`src/rtl/alu_retire.sv`:
```
// alu_retire: retire stage sitting directly behind the combinational ALU.
//
// Purpose:
//   Captures the ALU result, flags and penalty count when an operation is
//   issued, holds the operation for its modelled wait cycles, then offers it
//   to register/flag writeback over a valid/ready handshake. This keeps
//   multi-cycle shifts/rotates cycle-accurate without the ALU holding state.
//
// Configuration:
//   NEC_ALU_WAIT_EN  defined   -> penalty count = min(alu_cycles + EXTRA_WAIT, 63)
//                    undefined -> count forced to 0, every op retires after 1 cycle
//
// Parameters:
//   EXTRA_WAIT   wait cycles added to every operation (0..63)
//   flags_t      type of the ALU flag bundle
//
// Ports:
//   clk, reset_n              clock, asynchronous active-low reset
//   flush                     synchronous abort of any held operation
//   in_valid / in_ready       issue handshake
//   alu_result, alu_cycles,
//   alu_flags                 ALU outputs captured on accept
//   in_wide, in_pair, in_dest,
//   in_flags_we               operation attributes captured on accept
//   out_valid / out_ready     writeback handshake
//   out_result, out_dest, out_wide, out_pair,
//   out_flags, out_flags_we   captured operation presented to writeback
//   busy                      stage is holding an operation
module alu_retire #(
  parameter int unsigned EXTRA_WAIT = 0,
  parameter type flags_t = logic [5:0]
) (
  input  logic        clk,
  input  logic        reset_n,
  input  logic        flush,
  input  logic        in_valid,
  output logic        in_ready,
  input  logic [31:0] alu_result,
  input  logic [5:0]  alu_cycles,
  input  flags_t      alu_flags,
  input  logic        in_wide,
  input  logic        in_pair,
  input  logic [2:0]  in_dest,
  input  logic        in_flags_we,
  output logic        out_valid,
  input  logic        out_ready,
  output logic [31:0] out_result,
  output logic [2:0]  out_dest,
  output logic        out_wide,
  output logic        out_pair,
  output flags_t      out_flags,
  output logic        out_flags_we,
  output logic        busy
);

  typedef enum logic [1:0] {
    IDLE = 2'd0,
    WAIT = 2'd1,
    HOLD = 2'd2
  } state_e;

  state_e      state_q, state_d;
  logic [5:0]  count_q, count_d;
  logic [5:0]  loadCount;
  logic [31:0] maskedResult;
  logic        accept;

  logic [31:0] result_q;
  logic [2:0]  dest_q;
  logic        wide_q;
  logic        pair_q;
  flags_t      flags_q;
  logic        flagsWe_q;

  // Penalty count loaded on accept. With the wait feature compiled in, the
  // ALU penalty plus the fixed extra wait is saturated at 63 so it fits the
  // 6-bit counter; otherwise every operation is presented straight away.
`ifdef NEC_ALU_WAIT_EN
  logic [6:0] waitSum;
  assign waitSum   = {1'b0, alu_cycles} + 7'(EXTRA_WAIT);
  assign loadCount = (waitSum > 7'd63) ? 6'd63 : waitSum[5:0];
`else
  logic unusedWaitInputs;
  assign unusedWaitInputs = ^{alu_cycles, 6'(EXTRA_WAIT)};
  assign loadCount        = 6'd0;
`endif

  // Result masking happens at capture time so writeback only ever sees the
  // bits the operation really produced. A byte MUL still yields a 16-bit
  // product, so pair without wide keeps the low half-word.
  always_comb begin
    maskedResult = {24'h0, alu_result[7:0]};
    if (in_pair && in_wide) begin
      maskedResult = alu_result;
    end else if (in_pair || in_wide) begin
      maskedResult = {16'h0, alu_result[15:0]};
    end
  end

  // A new operation can enter when empty, or when the held one is leaving
  // this very cycle, which gives back-to-back throughput through HOLD.
  assign in_ready = (state_q == IDLE) || ((state_q == HOLD) && out_ready);
  assign accept   = in_valid && in_ready && !flush;

  // Next-state logic. Flush wins over everything, then a fresh accept, then
  // the count-down in WAIT and the handshake completion in HOLD.
  always_comb begin
    state_d = state_q;
    count_d = count_q;
    if (flush) begin
      state_d = IDLE;
      count_d = 6'd0;
    end else if (accept) begin
      count_d = loadCount;
      state_d = (loadCount == 6'd0) ? HOLD : WAIT;
    end else begin
      case (state_q)
        WAIT: begin
          count_d = count_q - 6'd1;
          if (count_q == 6'd1) begin
            state_d = HOLD;
          end
        end
        HOLD: begin
          if (out_ready) begin
            state_d = IDLE;
          end
        end
        default: begin
          state_d = state_q;
        end
      endcase
    end
  end

  // State and counter registers; reset abandons any operation in flight.
  always_ff @(posedge clk or negedge reset_n) begin
    if (!reset_n) begin
      state_q <= IDLE;
      count_q <= 6'd0;
    end else begin
      state_q <= state_d;
      count_q <= count_d;
    end
  end

  // Captured operation. These only move on an accept so writeback sees a
  // stable payload for the whole time out_valid is high.
  always_ff @(posedge clk or negedge reset_n) begin
    if (!reset_n) begin
      result_q  <= 32'h0;
      dest_q    <= 3'd0;
      wide_q    <= 1'b0;
      pair_q    <= 1'b0;
      flags_q   <= '0;
      flagsWe_q <= 1'b0;
    end else if (accept) begin
      result_q  <= maskedResult;
      dest_q    <= in_dest;
      wide_q    <= in_wide;
      pair_q    <= in_pair;
      flags_q   <= alu_flags;
      flagsWe_q <= in_flags_we;
    end
  end

  assign out_valid    = (state_q == HOLD);
  assign busy         = (state_q != IDLE);
  assign out_result   = result_q;
  assign out_dest     = dest_q;
  assign out_wide     = wide_q;
  assign out_pair     = pair_q;
  assign out_flags    = flags_q;
  assign out_flags_we = flagsWe_q;

endmodule
```
`config.mk`:
```
export PLATFORM = sky130hd
export DESIGN_NAME = alu_retire
export DESIGN_NICKNAME = d
export VERILOG_FILES = /design/src/rtl/alu_retire.sv
export SDC_FILE = /design/constraint.sdc
export NUM_CORES = 1
export LEC_CHECK = 0
export CORE_ASPECT_RATIO = 0.9
export CORE_MARGIN = 3
export CORE_UTILIZATION = 40
export CTS_BUF_LIST = sky130_fd_sc_hd__clkbuf_4 sky130_fd_sc_hd__clkbuf_8 sky130_fd_sc_hd__clkbuf_16
export DETAILED_ROUTE_END_ITERATION = 7
export PLACE_DENSITY = 0.8
export REMOVE_ABC_BUFFERS = 1
export SLEW_MARGIN = 20
export SYNTH_ARGS = -nofsm -noshare
export SYNTH_HDL_FRONTEND = slang
export SYNTH_SLANG_ARGS = --single-unit
```
`constraint.sdc`:
```
create_clock -name clk -period 1.87 [get_ports clk]
set_input_delay 0.4675 -clock clk [delete_from_list [all_inputs] [get_ports clk]]
set_output_delay 0.4675 -clock clk [all_outputs]
set_load 0.02 [all_outputs]
```
==> impl_results.md <==
- Status: complete, no violations
- Top cell type's share of synthesized area: 55.0%
- Initial Util: 41.8%
- Hold Fails Final Rpt: 0
- Hold WC Path Type: input port to async pin
- Crit start category: input port
- DR vias/cell: 4.68
- # setup viols final: 0
- Critical path data arrival time: 1.99 ns
- Antenna Nets Post-Route: 0
- CTS root buffer: clkbuf_8
- Layout cells sized above 1: 24.6%
- DR WL/cell: 15.5 microns
- Initial DRC Count: 98
- Distinct cells, synth: 15
- DRC viols: 0
- Sequential share of the synthesized area: 55.0%
- Ports: 102
- Grt ovf: 0
- H-tree Lvls: 2
- IO Port Bufs: 95
- Top cells by count, synth: dfrtp_1, mux2_4, and3_1, inv_1
- WL final: 4720 microns
- Ys Warns: 0
- Worst reg2reg setup slack: 0.24 ns
- Setup bufs post-CTS: 0
- Yosys reg bits: 45
- Vias in the first global route: 1438
- Worst hold slack: 0.167 ns
- Main flop type after synthesis: dfrtp_1
- DP HPWL: 3660 microns
- Antenna violations before repair: 0
- Clk sinks: 45
- Largest area contributor in the netlist: dfrtp_1
- Pre-Repair DR Iteration Count: 4
- Num CTS Buffers: 5
- Final worst path period need: 1.82 ns
- Asr flop ratio synth: 100%
- ANT cells: 0
- Max IR drop VDD: 0.000346 V
- Power Density: 874 mW/mm^2
- F_max: 0.549 GHz
- Routability congestion estimate: 0.691
- GRT Total Usage: 16.3%
- Critical path data required time: 2.04 ns
- Unrepaired setup endpoints after global routing: yes
- Tcrit/Tclk final: 97.4%
- MaxCap Viol Count: 0
- DIE HEIGHT: 73.8 microns
- Clk_skew: 0.00803 ns
- Max-slew headroom: 61.6%
- Core footprint: 0.00489 sq mm
- Syn avg cell area: 15.0 sq um
- Count leader, synth: dfrtp_1
- # hold bufs at CTS: 0
- CTS tree: yes
- Post-synth EDFFs: 0
- Top cells by area, synth: dfrtp_1, mux2_4, and3_1
- Mapped Cells: 136
- Pleak: 1.48 nW
- CP Capture Type: flip-flop
- First-pass GRT wire length: 7360 microns
- Least-Margin Pin Slew: 0.576 ns
- Worst Setup SP: out_ready
- Fill cell count: 385
- Finished Core Util: 64.6%
- Clock buffer depth: 2
- Largest net degree at the start of global routing: 27
- Worst-path clk slew: 0.08 ns
- Die area: 0.00601 sq mm
- Area grow syn2layout: 54.6%
- Vias: 1426
- R2r startpoint: state_q[1]
- Pins over their slew limit: 0
- Synthesized area: 0.00205 sq mm
- Die X: 81.4 microns
- Crit Path Category: input port to flip-flop
- Row count: 24
- Critical path fanouts, max: 13
- Final #Nets: 295
- Tot Pwr: 2.76 mW
- Clock Latency Late Sink: 0.29 ns
## final cells by class
| type | count | area, sq um | area share (%) |
|---|---|---|---|
| well taps | 65 | 81.3 | 2.57 |
| multi-input cells | 73 | 782 | 24.7 |
| repair buffers | 106 | 1040 | 32.8 |
| clock buffers | 5 | 68.8 | 2.18 |
| flip-flops and latches | 45 | 1130 | 35.6 |
| clock inverters | 2 | 35.0 | 1.11 |
| inverters | 9 | 33.8 | 1.07 |
## final timing paths
kind	endpoint	cells past startpoint
min	out_result[23]	1
max in group asynchronous	out_result[27]	2
min in group clk	out_result[4]	1
max	out_result[18]	6
max reg2reg	out_result[18]	5
min reg2reg	out_result[4]	1
## timing repair
item / 4_1_cts / 5_1_grt
resized for setup: 1 / 2
setup endpoints to repair: 1 / 9
cloned: 0 / 0
## sequential cells by signal, indices dropped and copies added, names as in the netlist
register and cells:
out_dest 3, out_flags 6, out_flags_we 1, out_pair 1, out_result 32, out_wide 1
state_q 1
## layer usage
| layer | GRT usage [%] | part of all wire (%) | wire [microns] | up-vias |
|---|---|---|---|---|
| met5 | 0 | 0 | 0 | - |
| met4 | 5.63 | 1.1 | 53 | 0 |
| met3 | 4.90 | 10 | 473 | 5 |
| met2 | 24.4 | 44 | 2070 | 64 |
| met1 | 22.5 | 45 | 2120 | 695 |
| li1 | - | - | - | 662 |
## per-stage QoR
step	setup WS (ns)	TNS [ns]	std cells	instance area, sq um
after floorplan	-2.02	-85.16	127	1940
after global placement	-0.251	-9.81	298	3060
after detailed placement	-0.278	-10.47	298	3060
after CTS	0.0260	0	305	3170
after global routing	-0.0404	-0.190	305	3160
final	0.0487	0	305	3160
## cell usage in the layout, fill, tap and decap left out
cell type and instances:
clkbuf_2 1, or2_2 1, buf_12 1, mux2i_1 8
clkdlybuf4s50_1 93, mux2_4 32, clkbuf_8 5, nand2_1 8
clkinv_2 1, buf_2 1, nor2b_4 1, bufinv_16 1
nor3b_4 1, buf_4 10, dfrtp_1 45, nor2_1 2
mux2_2 4, and3_1 16, inv_1 9
## worst max-delay path: stages
cell             delay, ns
clkdlybuf4s50_1       0.50
nor2b_4               0.05
buf_4                 0.14
nor3b_4               0.19
buf_4                 0.28
mux2_2                0.36
## power by group
group / total (mW) / leakage, nW / internal (mW) / switching [mW]
clock network: 0.700 / 0.0540 / 0.389 / 0.311
registers: 1.18 / 0.561 / 1.11 / 0.0741
logic: 0.879 / 0.869 / 0.512 / 0.367
## kinds of logic after synthesis
| logic type | share of synthesized area [%] |
|---|---|
| flip-flops | 55.0 |
| buffers and inverters | 7.03 |
| multiplexers | 29.6 |
| AND/OR/NAND/NOR | 8.32 |
(Power assumes the default switching activity.)
